## config.mk

```make
export PLATFORM = sky130hd
export DESIGN_NAME = stack_game_ctrl
export DESIGN_NICKNAME = d
export VERILOG_FILES = /design/src/rtl/stack_game_ctrl.sv
export SDC_FILE = /design/constraint.sdc
export NUM_CORES = 1
export LEC_CHECK = 0
export BUFFER_PORTS_ARGS = -buffer_cell sky130_fd_sc_hd__buf_2
export CORE_UTILIZATION = 40
export DETAILED_ROUTE_END_ITERATION = 12
export PLACE_DENSITY = 0.65
export SLEW_MARGIN = 5
export SYNTH_ARGS = -nofsm -noshare
export SYNTH_HDL_FRONTEND = slang
export SYNTH_SLANG_ARGS = --single-unit
```

## constraint.sdc

```tcl
create_clock -name clk -period 3.47 [get_ports clk]
set_input_delay 1.041 -clock clk [delete_from_list [all_inputs] [get_ports clk]]
set_output_delay 1.041 -clock clk [all_outputs]
set_load 0.01 [all_outputs]
```

## src/rtl/stack_game_ctrl.sv

```systemverilog
// stack_game_ctrl: top-level sequencer for the stacking game.
// It turns start/pause/drop button presses into spawn, slide, fall and
// clear commands for the stack datapath. It also tracks score and level and
// selects the fall speed.
// Optional feature: define STACK_GAME_HISCORE_EN to keep a high score that
// survives restarts.
module stack_game_ctrl #(
  parameter int MAX_LEVEL = 15,
  parameter int SCORE_W   = 8
) (
  input  logic               clk,
  input  logic               rst,
  input  logic               start,
  input  logic               pause,
  input  logic               drop,
  input  logic               fall_tick,
  input  logic               land,
  input  logic [9:0]         overlap_w,
  output logic               move_en,
  output logic               fall_step,
  output logic               spawn,
  output logic               clear_stack,
  output logic [SCORE_W-1:0] score,
  output logic [3:0]         level,
  output logic [1:0]         speed_sel,
  output logic [2:0]         state,
  output logic               game_over,
  output logic               win,
  output logic [SCORE_W-1:0] high_score
);

  localparam logic [2:0] ST_IDLE   = 3'd0;
  localparam logic [2:0] ST_SPAWN  = 3'd1;
  localparam logic [2:0] ST_MOVE   = 3'd2;
  localparam logic [2:0] ST_FALL   = 3'd3;
  localparam logic [2:0] ST_CHECK  = 3'd4;
  localparam logic [2:0] ST_PAUSED = 3'd5;
  localparam logic [2:0] ST_OVER   = 3'd6;

  localparam logic [3:0] MaxLevel = 4'(MAX_LEVEL);

  logic [2:0]         state_q, state_d;
  logic [2:0]         resume_q, resume_d;
  logic               overlapZero_q, overlapZero_d;
  logic [SCORE_W-1:0] score_q, score_d;
  logic [3:0]         level_q, level_d;
  logic               win_q, win_d;
  logic               spawn_q, clear_q, clear_d;
  logic [1:0]         speed_q;
  logic               startPrev_q, pausePrev_q, dropPrev_q;

  logic               startPress, pausePress, dropPress;
  logic [SCORE_W-1:0] scoreInc;
  logic [3:0]         levelInc;

  assign startPress = start & ~startPrev_q;
  assign pausePress = pause & ~pausePrev_q;
  assign dropPress  = drop & ~dropPrev_q;

  assign scoreInc = (score_q == {SCORE_W{1'b1}}) ? score_q : score_q + 1'b1;
  assign levelInc = level_q + 4'd1;

  // Next-state and game-bookkeeping decisions for the sequencer
  always_comb begin
    state_d       = state_q;
    resume_d      = resume_q;
    overlapZero_d = overlapZero_q;
    score_d       = score_q;
    level_d       = level_q;
    win_d         = win_q;
    clear_d       = 1'b0;
    case (state_q)
      ST_IDLE, ST_OVER: begin
        if (startPress) begin
          clear_d = 1'b1;
          score_d = '0;
          level_d = '0;
          win_d   = 1'b0;
          state_d = ST_SPAWN;
        end
      end
      ST_SPAWN: state_d = ST_MOVE;
      ST_MOVE: begin
        if (pausePress) begin
          state_d  = ST_PAUSED;
          resume_d = ST_MOVE;
        end else if (dropPress) begin
          state_d = ST_FALL;
        end
      end
      ST_FALL: begin
        if (land) begin
          overlapZero_d = (overlap_w == 10'd0);
          state_d       = ST_CHECK;
        end else if (pausePress) begin
          state_d  = ST_PAUSED;
          resume_d = ST_FALL;
        end
      end
      ST_CHECK: begin
        if (overlapZero_q) begin
          win_d   = 1'b0;
          state_d = ST_OVER;
        end else begin
          score_d = scoreInc;
          level_d = levelInc;
          if (levelInc == MaxLevel) begin
            win_d   = 1'b1;
            state_d = ST_OVER;
          end else begin
            state_d = ST_SPAWN;
          end
        end
      end
      ST_PAUSED: begin
        if (pausePress) state_d = resume_q;
      end
      default: state_d = ST_IDLE;
    endcase
  end

  // State, game registers and one-cycle strobes. The edge-detect history
  // resets to "held" so a button already down at reset release must be
  // released before it counts as a press.
  always_ff @(posedge clk or negedge rst) begin
    if (!rst) begin
      state_q       <= ST_IDLE;
      resume_q      <= ST_MOVE;
      overlapZero_q <= 1'b0;
      score_q       <= '0;
      level_q       <= '0;
      win_q         <= 1'b0;
      spawn_q       <= 1'b0;
      clear_q       <= 1'b0;
      speed_q       <= 2'd0;
      startPrev_q   <= 1'b1;
      pausePrev_q   <= 1'b1;
      dropPrev_q    <= 1'b1;
    end else begin
      state_q       <= state_d;
      resume_q      <= resume_d;
      overlapZero_q <= overlapZero_d;
      score_q       <= score_d;
      level_q       <= level_d;
      win_q         <= win_d;
      spawn_q       <= (state_q == ST_SPAWN);
      clear_q       <= clear_d;
      speed_q       <= level_q[3:2];
      startPrev_q   <= start;
      pausePrev_q   <= pause;
      dropPrev_q    <= drop;
    end
  end

`ifdef STACK_GAME_HISCORE_EN
  logic [SCORE_W-1:0] highScore_q;

  // Best score seen since power-up, taken as the game enters OVER
  always_ff @(posedge clk or negedge rst) begin
    if (!rst) begin
      highScore_q <= '0;
    end else if ((state_d == ST_OVER) && (state_q != ST_OVER) &&
                 (score_d > highScore_q)) begin
      highScore_q <= score_d;
    end
  end

  assign high_score = highScore_q;
`else
  assign high_score = '0;
`endif

  assign state       = state_q;
  assign score       = score_q;
  assign level       = level_q;
  assign win         = win_q;
  assign speed_sel   = speed_q;
  assign spawn       = spawn_q;
  assign clear_stack = clear_q;
  assign move_en     = (state_q == ST_MOVE);
  assign game_over   = (state_q == ST_OVER);
  assign fall_step   = (state_q == ST_FALL) & fall_tick;

endmodule

```

### Word-level counts from Yosys, hierarchy flattened

Index checks and enable logic that the tools add are counted.

* input bits: 17
* bits in registers: 27

* mux-type cells: 26
* equality and inequality tests: 18
* reduce and logical (&&, ||, !) cells: 11
* bitwise operators: 7
* $add $sub $neg: 2

Operators with widths (number)
* $mux 3: 11
* $mux 8: 3
* $pmux 3 s6: 1
* $pmux 8 s2: 1
* $ne 2x2->1 const B: 6
* $reduce_and 4->1: 3
* $logic_not 10->1: 1
* $eq 3x3->1 const B: 3
* $add 8x1->8 const B: 1
* $eq 8x8->1 const B: 1
* $mux 4: 2
* $pmux 4 s2: 1
* $eq 3x2->1 const B: 2
* $ne 3x3->1 const B: 2
* $pmux 3 s2: 1
* $reduce_and 3->1: 2
* $mux 1: 5
* $add 4x1->4 const B: 1
* $and 1x1->1: 4
* $eq 4x4->1 const B: 1
* $reduce_bool 2->1: 2
* $eq 3x1->1 const B: 1
* $logic_not 3->1: 1
* $ne 3x1->1 const B: 1
* 5 further kinds: 7

### Longest topological paths before layout

Gate-level depths: netlist (run 1).

* word-level depth: 5
* mapped depth: 6

### Worst setup path before layout (run 1)

No wires, ideal clock.

* path kind: input to output
* start point: input port fall_tick
* end point: output port fall_step
* path slack: 1.208 ns
* cell stages on the path: 1
* arrival: 1.221 ns
* path through: and3_1

* cells in the longest elaborated chain, start to end: 1

Ends and longest elaborated chain
* from (decl): RTL line 16 `input logic fall_tick,`
* $and 1x1->1: RTL line 182 `assign fall_step = (state_q == ST_FALL) & fall_tick;`
* to (decl): RTL line 20 `output logic fall_step,`

Every way passes these cells.

### Worst setup path after layout (run 1)

* start point: register state_q[1] (netlist: state[1])
* end point: output port fall_step

* cells in the longest elaborated chain, start to end: 2

Ends and longest elaborated chain
* from (decl): RTL line 42 `logic [2:0] state_q, state_d;`
* from (signal assigned): RTL line 140 `state_q <= state_d;`
* $eq 3x2->1: RTL line 182
* $and 1x1->1: RTL line 182

Every way passes these cells.

==> results of run 1 <==
## state kept, by name (all words and copies together), names as in the netlist
signal and cells:
score 8, level 4, state 3, speed_sel 2, clear_stack 1, dropPrev_q 1, overlapZero_q 1, pausePrev_q 1
resume_q 1, spawn 1, startPrev_q 1, win 1
## cell type report
cell class                      instances  share of cell area
Clock buffer                            3              0.0133
Clock inverter                          1             0.00296
Inverter                                7              0.0156
Multi-Input combinational cell        115               0.446
Sequential cell                        25               0.373
Tap cell                               46              0.0341
Timing Repair Buffer                   39               0.116
## worst max-delay path: stages (launching register included)
cell and delay (ns):
dfrtp_1 0.73, nor2b_1 0.35, and3_1 0.20, buf_2 0.12
## worst paths after layout
check	startpoint	to	slack, ns	depth (start not counted)
max	state[1]	fall_step	0.71	3
min	level[3]	speed_sel[1]	0.46	0
max reg2reg	state[1]	score[1]	1.57	4
min reg2reg	level[3]	speed_sel[1]	0.46	0
max in group asynchronous	rst	dropPrev_q	2.41	1
min in group asynchronous	rst	speed_sel[1]	0.68	1
## cells by family after synthesis
| kind of cell | after synthesis |
|---|---|
| muxes | 2 |
| and+or+nand+nor | 61 |
| other | 1 |
| DFF | 25 |
| buffers and inverters | 20 |
| AOI/OAI and AO/OA | 37 |
| xor gates and xnor gates | 4 |
| adders and majority gates | 3 |
## power breakdown
group,internal (mW),switching [mW]
logic,0.201,0.224
registers,0.368,0.140
clock network,0.0432,0.0870
total,0.613,0.451
## stage by stage
| stage | power, mW | util | hold slack, ns | worst slack [ns] |
|---|---|---|---|---|
| floorplan | 0.812 | - | 0.471 | 1.21 |
| global placement | 0.933 | 0.486 | 0.441 | 1.02 |
| detailed placement | 0.946 | 0.486 | 0.436 | 1.02 |
| CTS | 1.08 | 0.495 | 0.464 | 0.699 |
| global route | 1.16 | 0.495 | 0.518 | 0.590 |
| finish | 1.06 | 0.495 | 0.460 | 0.707 |
## routing by layer
layer,GRT usage,part of all wire
met1,0.209,0.47
met2,0.274,0.47
met3,0.0365,0.058
met4,0.0349,0.0052
met5,0,0
## cells in the final DEF, fill, tap and decap left out, types with 2 or more instances in the layout
cell       Yosys  final
xnor2_1        2      2
nor2_1        10     10
dfstp_2        3      3
o211ai_1       2      2
nor3_1         2      2
nor4_1         2      2
nand2b_1       8      8
o21a_1         2      2
dfrtp_1       22     22
inv_1          7      7
nand2_1       11     11
o22ai_1        2      2
a31oi_1        2      2
xor2_1         2      2
buf_2          1     39
conb_1         1      8
clkbuf_4       0      3
nand3_1        7      7
a21oi_1       10     10
o21ai_0        7      7
o2111ai_1      2      2
ha_1           3      3
nand4_1        2      2
and3b_1        2      2
and3_1         3      3
nor2b_1        4      4
==> flow_summary.yaml, run 1 <==
detailed_routing:
  vias: 1200
  viasPerCell: 5.08
  wl_per_cell_um: 12.2
  drcViolationCount: 0
  drtIter0Drc: 67
  dr.pass1.iters: 4
  ant_nets: 0
  routed_wl_um: 2880
hold_path:
  min_path_type: "reg -> reg"
floorplanning:
  core_mm2: 0.00342
  die_y_um: 62.6
  io_pins: 48
  die_w_um: 62.6
  die-area_mm2: 0.00392
  rows: 21
  start_util: 0.430
cells_and_area:
  final_cell_area_mm2: 0.00169
  area.sequential_um2: 629
  antennaDiodeCount: 0
  area_growth_pct: 14.9
  multi_input_area_um2: 753
  drive_gt1_frac: 0.284
  layout.filler_cells: 353
  final_cells: 236
  nets: 211
worst_setup_path:
  crit_path_end_kind: "output pin"
  cp_max_fo: 19
  cp.arrival_ns: 1.72
  cp_data_required_time_ns: 2.43
  path_class: "reg -> out"
  setup.worst_path.start_class: "flip-flop"
synth:
  synth_edf_count: 0
  synth.yosys.seq_area_share: 0.428
  synth_flop_cell: "dfrtp_1"
  synth_compound_area_frac: 0.175
  ys.warnings.count: 0
  syn-cell-area_mm2: 0.00147
  synth_commonest_cells: "dfrtp_1, nand2_1, a21oi_1, nor2_1"
  synthMostInstantiatedCell: "dfrtp_1"
  yosysUniqueCellTypes: 51
  synthCells: 153
  syn-mean-instance-area_um2: 9.61
  synth.area.mux_share: 0.0145
  synth.largest_area_cell: "dfrtp_1"
  ys_async_sr_fraction: 1.00
  synth_top_family_by_area: "simple AND/OR/NAND/NOR gates"
  ys_seq_elements: 25
  synth_fa_ha_area_frac: 0.0255
  synthTopCellsByArea: "dfrtp_1, dfstp_2, buf_4"
  yosys.area.top_type_share: 0.374
  synth-xor-area-share: 0.0238
  yosys.area_share.simple: 0.253
global_route:
  grt_pass1_wl_um: 5130
  grt_pass1_vias: 1116
  grt_max_degree: 26
  grt_remaining_overflow: 0
  grtUsageTotal: 0.162
  grt_antenna_before_repair: 0
place:
  dp.cells: 232
  postPlaceCellArea_mm2: 0.00166
  hpwlAfterDp_um: 2180
  gp_congestion: 0.833
  io_buffers: 39
clock_tree:
  path_clk_slew_ns: 0.13
  cts_hold_buf: 0
  numCtsBuffers: 3
  htreeDepth: 1
  clock_path_buffers: 2
  root_buffer: "clkbuf_4"
  clkSinkCount: 25
  cts_tree: "done"
  cts_resized: 0
  insertion_delay_ns: 0.32
  post_cts_buffers: 0
timing:
  maxSlewHeadroom: 0.588
  finClkSkew_ns: 0.00244
  hold_viol_final: 0
  drv_slew: 0
  tns_ns: 0
  grt_setup_unrepaired: "false"
  fmax_ghz: 0.362
  tightest_slew_ns: 0.618
  min_period_ns: 2.76
  setup_violations: 0
  fin_crit_sh: 0.796
power:
  p_per_area_mw_per_mm2: 630
  p_leak_nw: 0.792
  ir_worst_vdd_mv: 0.386
run_status:
  outcome: "completed"
run:
  maxCapViolations: 0
Power figures use the tool's default switching activity.
==> inputs of run 2 (changes only) <==
- ABC_AREA: default -> 1
- PLACE_DENSITY: 0.65 -> 0.66
- clock period: 3.47 -> 2.8 ns (I/O delays scaled with it)
==> flow_summary.yaml, run 2 <==
detailed_routing:
  viasPerCell: 4.52
  wl_met3_um: 137
  wl_per_cell_um: 9.68
  wl_met2_um: 1270
  routed_wl_um: 2670
  ant_nets: 0
  drcViolationCount: 0
  top_layer_used: "met4"
  drtIter0Drc: 33
  vias: 1248
  drt-met1-wl_um: 1260
  dr.pass1.iters: 4
cells_and_area:
  final_cell_area_mm2: 0.00168
  final_common_cell: "nand2_1"
  largest_reg_flops: 8
  fin_util: 0.495
  antennaDiodeCount: 0
  layout_common_cells: "nand2_1, buf_2, inv_1"
  drive_gt1_frac: 0.252
  final_cells: 276
  area_growth_pct: 16.3
  nets: 251
floorplanning:
  io_pins: 48
  rows: 21
  die_w_um: 62.1
  start_util: 0.426
  die-area_mm2: 0.00385
  die_y_um: 62.1
  core_mm2: 0.00339
worst_setup_path:
  slowest_delay_ns: 0.47
  path_cells: "inv_2, nand2_1, inv_1, nand2_1, nor2_1, buf_2"
  cp_max_fo: 7
  path_class: "reg -> out"
  cp.arrival_ns: 1.43
  rrSetupSlack_ns: 1.20
  cp_common_cell: "nand2_1"
  cp_slowest_cell: "dfrtp_1"
  timing.rr.end: "score[6]"
  setup.worst_path.start_class: "flip-flop"
  crit_path_end_kind: "output pin"
  cp_top_family: "flip-flops"
  worst-path-buf-inv: 3
  cp_data_required_time_ns: 1.96
  r2r-start: "state[0]"
  worst-path-stages: 6
  r2r_cells: 6
synth:
  synthTopCellsByArea: "dfrtp_1, nand2_1, inv_1"
  ys_async_sr_fraction: 1.00
  synth.area.mux_share: 0
  synth_flop_cell: "dfrtp_1"
  synth.largest_area_cell: "dfrtp_1"
  ys_seq_elements: 25
  synth.yosys.seq_area_share: 0.436
  synth_compound_area_frac: 0.0598
  syn-cell-area_mm2: 0.00144
  synth_commonest_cells: "nand2_1, inv_1, dfrtp_1, nor2_1, nand3_1"
  synthMostInstantiatedCell: "nand2_1"
  synth-xor-area-share: 0.0243
  synth_top_family_by_area: "simple AND/OR/NAND/NOR gates"
  yosys.area.top_type_share: 0.381
  synthCells: 189
  yosysUniqueCellTypes: 25
  synth_edf_count: 0
  ys.warnings.count: 0
  syn-mean-instance-area_um2: 7.64
  yosys.area_share.simple: 0.337
  synth_fa_ha_area_frac: 0.0260
clock_tree:
  cts_hold_buf: 0
  post_cts_buffers: 0
  clkSinkCount: 25
  path_clk_slew_ns: 0.15
  cts_resized: 0
  root_buffer: "clkbuf_4"
  cts_tree: "done"
  numCtsBuffers: 3
  clock_path_buffers: 2
  htreeDepth: 1
  insertion_delay_ns: 0.33
timing:
  grt_setup_unrepaired: "false"
  setup_violations: 0
  fin_crit_sh: 0.812
  tightest_slew_ns: 0.556
  tns_ns: 0
  finClkSkew_ns: 0.0142
  hold_viol_final: 0
  drv_slew: 0
  min_period_ns: 2.27
  maxSlewHeadroom: 0.629
  fmax_ghz: 0.440
  timing.hold.ws_ns: 0.460
  setup_ws_ns: 0.526
global_route:
  grtUsageTotal: 0.152
  grt_antenna_before_repair: 0
  grt_max_degree: 26
  grt_pass1_vias: 999
  grt_pass1_wl_um: 4280
  grt_remaining_overflow: 0
power:
  p_per_area_mw_per_mm2: 752
  ir_worst_vdd_mv: 0.474
  p_leak_nw: 0.979
  total_power_mw: 1.26
place:
  postPlaceCellArea_mm2: 0.00165
  dp_slack_ns: 0.811
  hpwlAfterDp_um: 2010
  dp.cells: 272
  io_buffers: 39
  gp_congestion: 0.866
hold_path:
  min_path_type: "reg -> reg"
  holdPathStages: 0
  holdPathEnd: "speed_sel[1]"
  worstHoldStart: "level[3]"
run_status:
  outcome: "completed"
run:
  maxCapViolations: 0
run 2: cell count changes after synthesis, moves of 3 or more:
cell and change:
o21ai_2 +3, nand3_1 +5, and3_1 -3, inv_1 +16, a21oi_1 -8, nor2b_1 -4
nand2b_1 -8, nand2_4 +4, nor2_1 +11, nand2_1 +50
run 2: final cells by class:
class / count / area [um^2]
clock buffers: 3 / 22.5
multi-input cells: 137 / 676
fillers: 347 / 1710
repair buffers: 39 / 195
inverters: 25 / 93.8
well taps: 46 / 57.6
flip-flops and latches: 25 / 629
clock inverters: 1 / 5.00
run 2: worst max-delay path by stage:
stage / from / end / slack [ns]
4_1_cts: state[2] / fall_step / 0.51
5_1_grt: state[2] / fall_step / 0.35
3_5_place_dp: fall_tick / fall_step / 0.81
2_1_floorplan: fall_tick / fall_step / 0.93
6_report: state[2] / fall_step / 0.53
3_3_place_gp: fall_tick / fall_step / 0.82
run 2: where the power goes:
part           switching (mW)  internal, mW
Combinational           0.346         0.197
Clock                   0.112        0.0535
Sequential              0.101         0.454
run 2: worst register-to-register path: stages, from the launching register on:
cell and delay (ns):
dfrtp_1 0.52, nor3_4 0.42, nand2_1 0.18, nand2_4 0.18, inv_1 0.10, nand2_1 0.07
nand2_1 0.04
run 2: logic make-up (layout without fill, tap and decap cells):
family | count (synthesis) | count (layout)
flops | 25 | 25
compound gates | 14 | 14
buf+inv | 34 | 68
simple gates | 108 | 108
xor+xnor | 4 | 4
other cells | 1 | 8
fa+ha+maj | 3 | 3
run 2: per-layer routing:
metal,vias up,global-route usage
li1,662,-
met1,550,0.204
met4,0,0.0317
met3,2,0.0455
met2,34,0.242
met5,-,0
==> inputs of run 3 (changes only) <==
- clock period: 2.8 -> 2.2 ns (I/O delays scaled with it)
==> flow_summary.yaml, run 3 (synthesis gave the netlist of run 2 again) <==
worst_setup_path:
  cp_top_family: "flip-flops"
  slowest_delay_ns: 0.46
  r2r-start: "state[0]"
  r2r_cells: 6
  path_cells: "inv_2, nand2_1, inv_2, nand2_1, nor2_1, buf_2"
  path_class: "reg -> out"
  cp_data_required_time_ns: 1.54
  cp_max_fo: 4
  setup.worst_path.start_class: "flip-flop"
  worst-path-buf-inv: 3
  cp.arrival_ns: 1.36
  cp_slowest_cell: "dfrtp_2"
  timing.rr.end: "score[6]"
  rrSetupSlack_ns: 0.61
  crit_path_end_kind: "output pin"
power:
  ir_worst_vdd_mv: 0.494
  p_per_area_mw_per_mm2: 961
  p_leak_nw: 0.980
  total_power_mw: 1.62
cells_and_area:
  final_common_cell: "nand2_1"
  area_growth_pct: 17.0
  layout.filler_cells: 343
  antennaDiodeCount: 0
  drive_gt1_frac: 0.268
  largest_reg_flops: 8
  nets: 252
  layout_common_cells: "nand2_1, buf_2, inv_1"
timing:
  tightest_slew_ns: 0.549
  maxSlewHeadroom: 0.634
  tns_ns: 0
  hold_viol_final: 0
  drv_slew: 0
  setup_violations: 0
  fmax_ghz: 0.494
  fin_crit_sh: 0.920
  min_period_ns: 2.02
  finClkSkew_ns: 0.0101
  grt_setup_unrepaired: "false"
run_status:
  outcome: "completed"
place:
  io_buffers: 39
  gp_congestion: 0.927
  hpwlAfterDp_um: 2120
global_route:
  grt_pass1_vias: 1027
  grt_pass1_wl_um: 4370
  grt_max_degree: 26
  grtUsageTotal: 0.155
  grt_antenna_before_repair: 0
  grt_remaining_overflow: 0
floorplanning:
  die_y_um: 62.1
  die-area_mm2: 0.00385
  core_mm2: 0.00339
  start_util: 0.426
  rows: 21
  io_pins: 48
  die_w_um: 62.1
detailed_routing:
  wl_met3_um: 162
  drt-met1-wl_um: 1240
  ant_nets: 0
  wl_per_cell_um: 9.95
  viasPerCell: 4.58
  drtIter0Drc: 61
  vias: 1268
  top_layer_used: "met4"
  drcViolationCount: 0
  routed_wl_um: 2760
  dr.pass1.iters: 4
  wl_met2_um: 1320
clock_tree:
  clkSinkCount: 25
  clock_path_buffers: 2
  htreeDepth: 1
  root_buffer: "clkbuf_4"
  cts_tree: "done"
  insertion_delay_ns: 0.33
  numCtsBuffers: 3
  path_clk_slew_ns: 0.14
  cts_hold_buf: 0
run:
  maxCapViolations: 0
hold_path:
  min_path_type: "in -> async"
-- run 3: layout make-up --
cell class | instances | area [um^2] | area share
Clock buffer | 3 | 22.5 | 0.0133
Tap cell | 46 | 57.6 | 0.0341
Sequential cell | 25 | 632 | 0.374
Clock inverter | 1 | 5.00 | 0.00296
Inverter | 25 | 93.8 | 0.0556
Multi-Input combinational cell | 137 | 676 | 0.400
Timing Repair Buffer | 40 | 203 | 0.120
-- run 3: how the worst max path moves through the flow --
| stage | start | endpoint | slack (ns) | depth (start not counted) |
|---|---|---|---|---|
| floorplan | state[2] | fall_step | 0.54 | 5 |
| global placement | state[2] | fall_step | 0.44 | 6 |
| detailed placement | state[2] | fall_step | 0.44 | 6 |
| CTS | state[2] | fall_step | 0.05 | 6 |
| global route | state[2] | fall_step | 0.03 | 6 |
| finish | state[2] | fall_step | 0.18 | 6 |
-- run 3: timing repair --
action / 4_1_cts / 5_1_grt
buffers inserted: 0 / 1
resized for setup: 0 / 3
setup endpoints to repair: 0 / 1
-- run 3: worst register-to-register path: cells and delay by family, from the launching register on --
kind | cells | cell delay, ns
simple gates | 5 | 0.87
flops | 1 | 0.52
buf+inv | 1 | 0.10
-- run 3: power by group --
part | switching [mW] | leakage [nW] | internal [mW] | total [mW]
sequential | 0.131 | 0.327 | 0.581 | 0.712
clock | 0.143 | 0.0177 | 0.0682 | 0.211
combinational | 0.444 | 0.636 | 0.257 | 0.701
total | 0.718 | 0.980 | 0.906 | 1.62
-- run 3: layer usage --
layer | vias up | track usage
met1 | 561 | 0.206
met5 | - | 0
li1 | 660 | -
met2 | 43 | 0.252
met3 | 4 | 0.0414
met4 | 0 | 0.0381
-- run 3: per-stage QoR --
stage / worst slack, ns / area [um^2] / hold WS [ns] / util / instances
4_1_cts: 0.0469 / 1680 / 0.311 / 0.495 / 276
5_1_grt: 0.0265 / 1690 / 0.332 / 0.498 / 277
2_1_floorplan: 0.536 / 1470 / 0.364 / - / 196
3_5_place_dp: 0.438 / 1650 / 0.422 / 0.487 / 272
6_report: 0.175 / 1690 / 0.291 / 0.498 / 277
3_3_place_gp: 0.441 / 1650 / 0.422 / 0.487 / 272
